===== src/rtl/ex_mem_ctrl_stage.sv =====
// ex_mem_ctrl_stage: pipeline glue for the ARM-PPU core.
//   - combinational PC incrementer (next_pc = pc_in + PC_INC, carry dropped)
//   - combinational control bubble mux (nop_sel forces all id_* to zero)
//   - EX/MEM pipeline register with synchronous active-high clear (Clr)
// Optional build macro: EX_MEM_HOLD_EN adds a mem_hold input that freezes
// the EX/MEM register. Clr still wins over mem_hold.
// There is no handshake here: every stage moves on every rising Clk edge.
// The register captures unconditionally unless it is cleared or held.
module ex_mem_ctrl_stage #(
    parameter int PC_WIDTH   = 8,
    parameter int PC_INC     = 4,
    parameter int DATA_WIDTH = 32
) (
    input  logic                  Clk,
    input  logic                  Clr,
`ifdef EX_MEM_HOLD_EN
    input  logic                  mem_hold,
`endif
    // PC incrementer
    input  logic [PC_WIDTH-1:0]   pc_in,
    output logic [PC_WIDTH-1:0]   next_pc,
    // control unit outputs and bubble select
    input  logic [3:0]            cu_alu_op,
    input  logic [1:0]            cu_am,
    input  logic                  cu_b_instr,
    input  logic                  cu_bl_instr,
    input  logic                  cu_s,
    input  logic                  cu_load_instr,
    input  logic                  cu_rf_enable,
    input  logic                  cu_size,
    input  logic                  cu_rw,
    input  logic                  cu_e,
    input  logic                  nop_sel,
    output logic [3:0]            id_alu_op,
    output logic [1:0]            id_am,
    output logic                  id_b_instr,
    output logic                  id_bl_instr,
    output logic                  id_s,
    output logic                  id_load_instr,
    output logic                  id_rf_enable,
    output logic                  id_size,
    output logic                  id_rw,
    output logic                  id_e,
    // EX stage inputs
    input  logic [DATA_WIDTH-1:0] ex_data,
    input  logic [DATA_WIDTH-1:0] ex_addr,
    input  logic [3:0]            ex_rd,
    input  logic                  ex_load_instr,
    input  logic                  ex_rf_enable,
    input  logic                  ex_size,
    input  logic                  ex_rw,
    input  logic                  ex_e,
    // MEM stage outputs
    output logic [DATA_WIDTH-1:0] mem_data,
    output logic [DATA_WIDTH-1:0] mem_addr,
    output logic [3:0]            mem_rd,
    output logic                  mem_load_instr,
    output logic                  mem_rf_enable,
    output logic                  mem_size,
    output logic                  mem_rw,
    output logic                  mem_e
);

    localparam logic [PC_WIDTH-1:0] PC_INC_W = PC_WIDTH'(PC_INC);

    // Next PC: modular add, the carry out is intentionally discarded.
    always_comb begin
        next_pc = pc_in + PC_INC_W;
    end

    // Bubble mux: a hazard turns the decoded instruction into an all-zero NOP.
    always_comb begin
        id_alu_op     = cu_alu_op;
        id_am         = cu_am;
        id_b_instr    = cu_b_instr;
        id_bl_instr   = cu_bl_instr;
        id_s          = cu_s;
        id_load_instr = cu_load_instr;
        id_rf_enable  = cu_rf_enable;
        id_size       = cu_size;
        id_rw         = cu_rw;
        id_e          = cu_e;
        if (nop_sel) begin
            id_alu_op     = 4'b0000;
            id_am         = 2'b00;
            id_b_instr    = 1'b0;
            id_bl_instr   = 1'b0;
            id_s          = 1'b0;
            id_load_instr = 1'b0;
            id_rf_enable  = 1'b0;
            id_size       = 1'b0;
            id_rw         = 1'b0;
            id_e          = 1'b0;
        end
    end

    logic [DATA_WIDTH-1:0] data_q, data_d;
    logic [DATA_WIDTH-1:0] addr_q, addr_d;
    logic [3:0]            rd_q, rd_d;
    logic                  load_q, load_d;
    logic                  rfen_q, rfen_d;
    logic                  size_q, size_d;
    logic                  rw_q, rw_d;
    logic                  e_q, e_d;

    // EX/MEM next state: capture the EX stage, or recirculate when held.
    always_comb begin
        data_d = ex_data;
        addr_d = ex_addr;
        rd_d   = ex_rd;
        load_d = ex_load_instr;
        rfen_d = ex_rf_enable;
        size_d = ex_size;
        rw_d   = ex_rw;
        e_d    = ex_e;
`ifdef EX_MEM_HOLD_EN
        if (mem_hold) begin
            data_d = data_q;
            addr_d = addr_q;
            rd_d   = rd_q;
            load_d = load_q;
            rfen_d = rfen_q;
            size_d = size_q;
            rw_d   = rw_q;
            e_d    = e_q;
        end
`endif
    end

    // EX/MEM register: synchronous clear has priority over capture/hold.
    always_ff @(posedge Clk) begin
        if (Clr) begin
            data_q <= '0;
            addr_q <= '0;
            rd_q   <= '0;
            load_q <= 1'b0;
            rfen_q <= 1'b0;
            size_q <= 1'b0;
            rw_q   <= 1'b0;
            e_q    <= 1'b0;
        end else begin
            data_q <= data_d;
            addr_q <= addr_d;
            rd_q   <= rd_d;
            load_q <= load_d;
            rfen_q <= rfen_d;
            size_q <= size_d;
            rw_q   <= rw_d;
            e_q    <= e_d;
        end
    end

    // Drive the MEM stage straight from the register.
    always_comb begin
        mem_data       = data_q;
        mem_addr       = addr_q;
        mem_rd         = rd_q;
        mem_load_instr = load_q;
        mem_rf_enable  = rfen_q;
        mem_size       = size_q;
        mem_rw         = rw_q;
        mem_e          = e_q;
    end

endmodule


===== config.mk =====
export PLATFORM = sky130hd
export DESIGN_NAME = ex_mem_ctrl_stage
export DESIGN_NICKNAME = d
export VERILOG_FILES = /design/src/rtl/ex_mem_ctrl_stage.sv
export SDC_FILE = /design/constraint.sdc
export NUM_CORES = 1
export LEC_CHECK = 0
export ABC_CLOCK_PERIOD_IN_PS = 1300
export BUFFER_PORTS_ARGS = -buffer_cell sky130_fd_sc_hd__buf_2
export CAP_MARGIN = 25
export CELL_PAD_IN_SITES_DETAIL_PLACEMENT = 2
export CELL_PAD_IN_SITES_GLOBAL_PLACEMENT = 2
export CORE_UTILIZATION = 21
export CTS_CLUSTER_DIAMETER = 150
export DETAILED_ROUTE_END_ITERATION = 12
export PLACE_DENSITY = 0.86
export SYNTH_ARGS = -nofsm -noshare
export SYNTH_HDL_FRONTEND = slang
export SYNTH_SLANG_ARGS = --single-unit

===== constraint.sdc =====
create_clock -name Clk -period 1.3 [get_ports Clk]
set_input_delay 0.13 -clock Clk [delete_from_list [all_inputs] [get_ports Clk]]
set_output_delay 0.13 -clock Clk [all_outputs]
set_load 0.03 [all_outputs]

# [Yosys cells after proc, flatten, opt, wreduce, memory -nomap -nowiden]
# Cells that the tools add are included.
# Widths: inputs -> output; s select.
[classes] addsub=1 mux=10
[ops] op="$add 8x3->8 const B" count=1
[ops] op="$mux 1" count=8
[ops] op="$mux 4" count=1
[ops] op="$mux 2" count=1
[totals] ff_bits=73 out_inout_bits=95 elab_cells=19

# [Logic depth before layout (Yosys ltp)]
[logic_depth] word_depth=1 depth_mapped=3

# [Least setup slack after synthesis]
# Ideal clock, no wire load.
[synth_path] path_kind="input port to output port" start="input port pc_in[2]" end="output port next_pc[6]" arrival_time_ns=0.915 required_time_ns=1.170 slack_ns=0.255 stages=3 n_path_buf=0 path_cell_list="ha_1 nand3_1 xnor2_1"
[synth_between] elab_chain_len=1
[synth_rtl] item="from (decl)" line="20" source="input logic [PC_WIDTH-1:0] pc_in,"
[synth_rtl] item="$add 8x3->8" line="68" source="next_pc = pc_in + PC_INC_W;"
[synth_rtl] item="to (decl)" line="21" source="output logic [PC_WIDTH-1:0] next_pc,"
# No other way between the ends.

# [Final worst setup path]
# Ends and elaborated chain as after synthesis.

==> flow_metrics.tcl <==
set metrics [dict create \
    fp.dieW_um 103 \
    post_cts_buffers 0 \
    tritoncts "yes" \
    ctsHoldBuffers 43 \
    synth.top_cell.area_share 0.682 \
    p_total_mw 5.08 \
    period_minus_slack_ps 1060 \
    nets 515 \
    synth_fp_nets 279 \
    clk_transition_reported_paths_ps 70 \
    avgSynthCellArea_um2 11.9 \
    area_delta_synth_final_pct 80.9 \
    start_util 0.218 \
    grt_pass1_wl_um 11600 \
    worstHoldPathType "input port to flip-flop" \
    grt_antenna_before_repair 0 \
    postPlaceCellArea_um2 3210 \
    worstPathRequired_ps 1170 \
    coreArea_um2 9820 \
    finalHoldViolCount 0 \
    fin_crit_sh 0.818 \
    p_per_area_nw_per_um2 1310 \
    htreeDepth 3 \
    rsz0062_at_grt "false" \
    wire_per_inst_um 15.0 \
    worstSetupStartpointType "input port" \
    status "finished clean" \
    grt_overflow 0 \
    yosys.area.top_type "dfxtp_1" \
    cp_max_fo 3 \
    drtAntennaViolNets 0 \
    max_cap_violations 0 \
    fin_tns_setup_ps 0 \
    worstPathArrival_ps 930 \
    final_area_um2 3880 \
    grt_pass1_vias 2393 \
    tightest_slew_ps 322 \
    root_buffer "clkbuf_8" \
    port_buffers 188 \
    drcViolationCount 0 \
    end_kind "output pin" \
    crit_type "input port to output pin" \
    dp_hpwl_um 5390 \
    pin_count 193 \
    ys_seq_elements 73 \
    irDropWorstVdd_mv 0.567 \
    dieArea_um2 10600 \
    n_antenna_cell 0 \
    yosys-top-cells-count "nor2b_1 (87), dfxtp_1 (73), buf_2 (9)" \
    die_y_um 103 \
    cts.sinks 73 \
    yosys-top-cells-area "dfxtp_1 (68%), nor2b_1 (25%), buf_2 (2.1%)" \
    synthCells 180 \
    leakage_nw 1.94 \
    cp-startpoint "pc_in[2]" \
    grt_usage 0.151 \
    slew_headroom 0.785 \
    finalSetupViolations 0 \
    place_congestion 0.841 \
    cts_buffers 9 \
    drv_slew 0 \
    cp-endpoint "next_pc[6]" \
    timing.fmax_ghz 0.940 \
    layoutNonFillerInstCount 554 \
    netlist_area_um2 2140 \
    via_count 2127 \
    ys_types 11 \
    grt_max_degree 74 \
    fin_hold_ws_ps 10.9 \
    num_rows 36 \
    drtPass1Iterations 3 \
    yosysSeqAreaShare 0.682 \
    synth_edf_count 0 \
    routed_wl_um 8300 \
    synth.most_common_cell "nor2b_1" \
    yosysWarnings 0 \
    synthFlopType "dfxtp_1" \
    drive_gt1_frac 0.489 \
    cts.path.max_buffers 2 \
    dp.cells 491 \
    drtIter0Drc 24 \
    async_reset_ff_frac 0 \
    vias_per_cell 3.84 \
    fillers 1102 \
    cts_resized 0 \
]
[area by class of cell]
cell class / instances / area (um^2) / share of cell area
flip-flops and latches: 73 / 1460 / 0.377
repair buffers: 236 / 1430 / 0.369
multi-input cells: 95 / 618 / 0.159
well taps: 133 / 166 / 0.0429
clock buffers: 10 / 128 / 0.0329
clock inverters: 6 / 67.6 / 0.0174
inverters: 1 / 3.75 / 0.000968
[cells in the final DEF, fill, tap and decap left out]
cell	n
and3_4	1
buf_12	1
buf_2	188
bufinv_16	1
clkbuf_1	1
clkbuf_8	9
clkinv_2	1
clkinv_4	1
clkinvlp_4	2
dfxtp_1	73
dlygate4sd3_1	47
ha_1	1
inv_1	1
inv_6	1
nand3_1	1
nand3_2	1
nor2b_1	87
xnor2_1	2
xor2_1	2
[layer usage]
metal	wire length, um	vias up	track usage
met5	0	-	0
met4	51	0	0.0423
met3	899	6	0.0712
met2	4670	128	0.312
met1	2680	983	0.125
li1	-	1010	-
[cells by family (layout without fill, tap and decap cells)]
| kind of cell | Yosys count | after routing | share of synthesized area |
|---|---|---|---|
| XOR/XNOR | 4 | 4 | 0.0163 |
| adder cells (fa/ha/maj) | 1 | 1 | 0.00584 |
| buffers and inverters | 12 | 253 | 0.0298 |
| flip-flops | 73 | 73 | 0.682 |
| AND/OR/NAND/NOR | 90 | 90 | 0.266 |
[sequential cells by signal, summed over array words and instances, names as in the netlist]
register	cells
mem_addr	32
mem_data	32
mem_e	1
mem_load_instr	1
mem_rd	4
mem_rf_enable	1
mem_rw	1
mem_size	1
[critical path: stages]
cell and delay [ps]:
buf_2 120, ha_1 220, nand3_1 120, xnor2_1 130, buf_2 220
[how the worst min path moves through the flow]
stage / cells past startpoint / from / end
5_1_grt: 2 / ex_data[18] / mem_data[18]
2_1_floorplan: 1 / ex_addr[0] / mem_addr[0]
3_5_place_dp: 0 / pc_in[1] / next_pc[1]
6_report: 2 / ex_rd[0] / mem_rd[0]
3_3_place_gp: 0 / pc_in[1] / next_pc[1]
4_1_cts: 2 / ex_rd[0] / mem_rd[0]
[power breakdown]
part	total, mW	switching, mW	internal [mW]
logic	0.919	0.540	0.379
registers	2.38	0.0299	2.35
clock network	1.77	0.879	0.894
total	5.08	1.45	3.63
[metrics by stage]
step / util / worst slack [ps]
floorplan: - / 255
global placement: 0.327 / 284
detailed placement: 0.327 / 267
CTS: 0.391 / 265
global route: 0.395 / 222
finish: 0.395 / 236
Power figures use the tool's default switching activity.
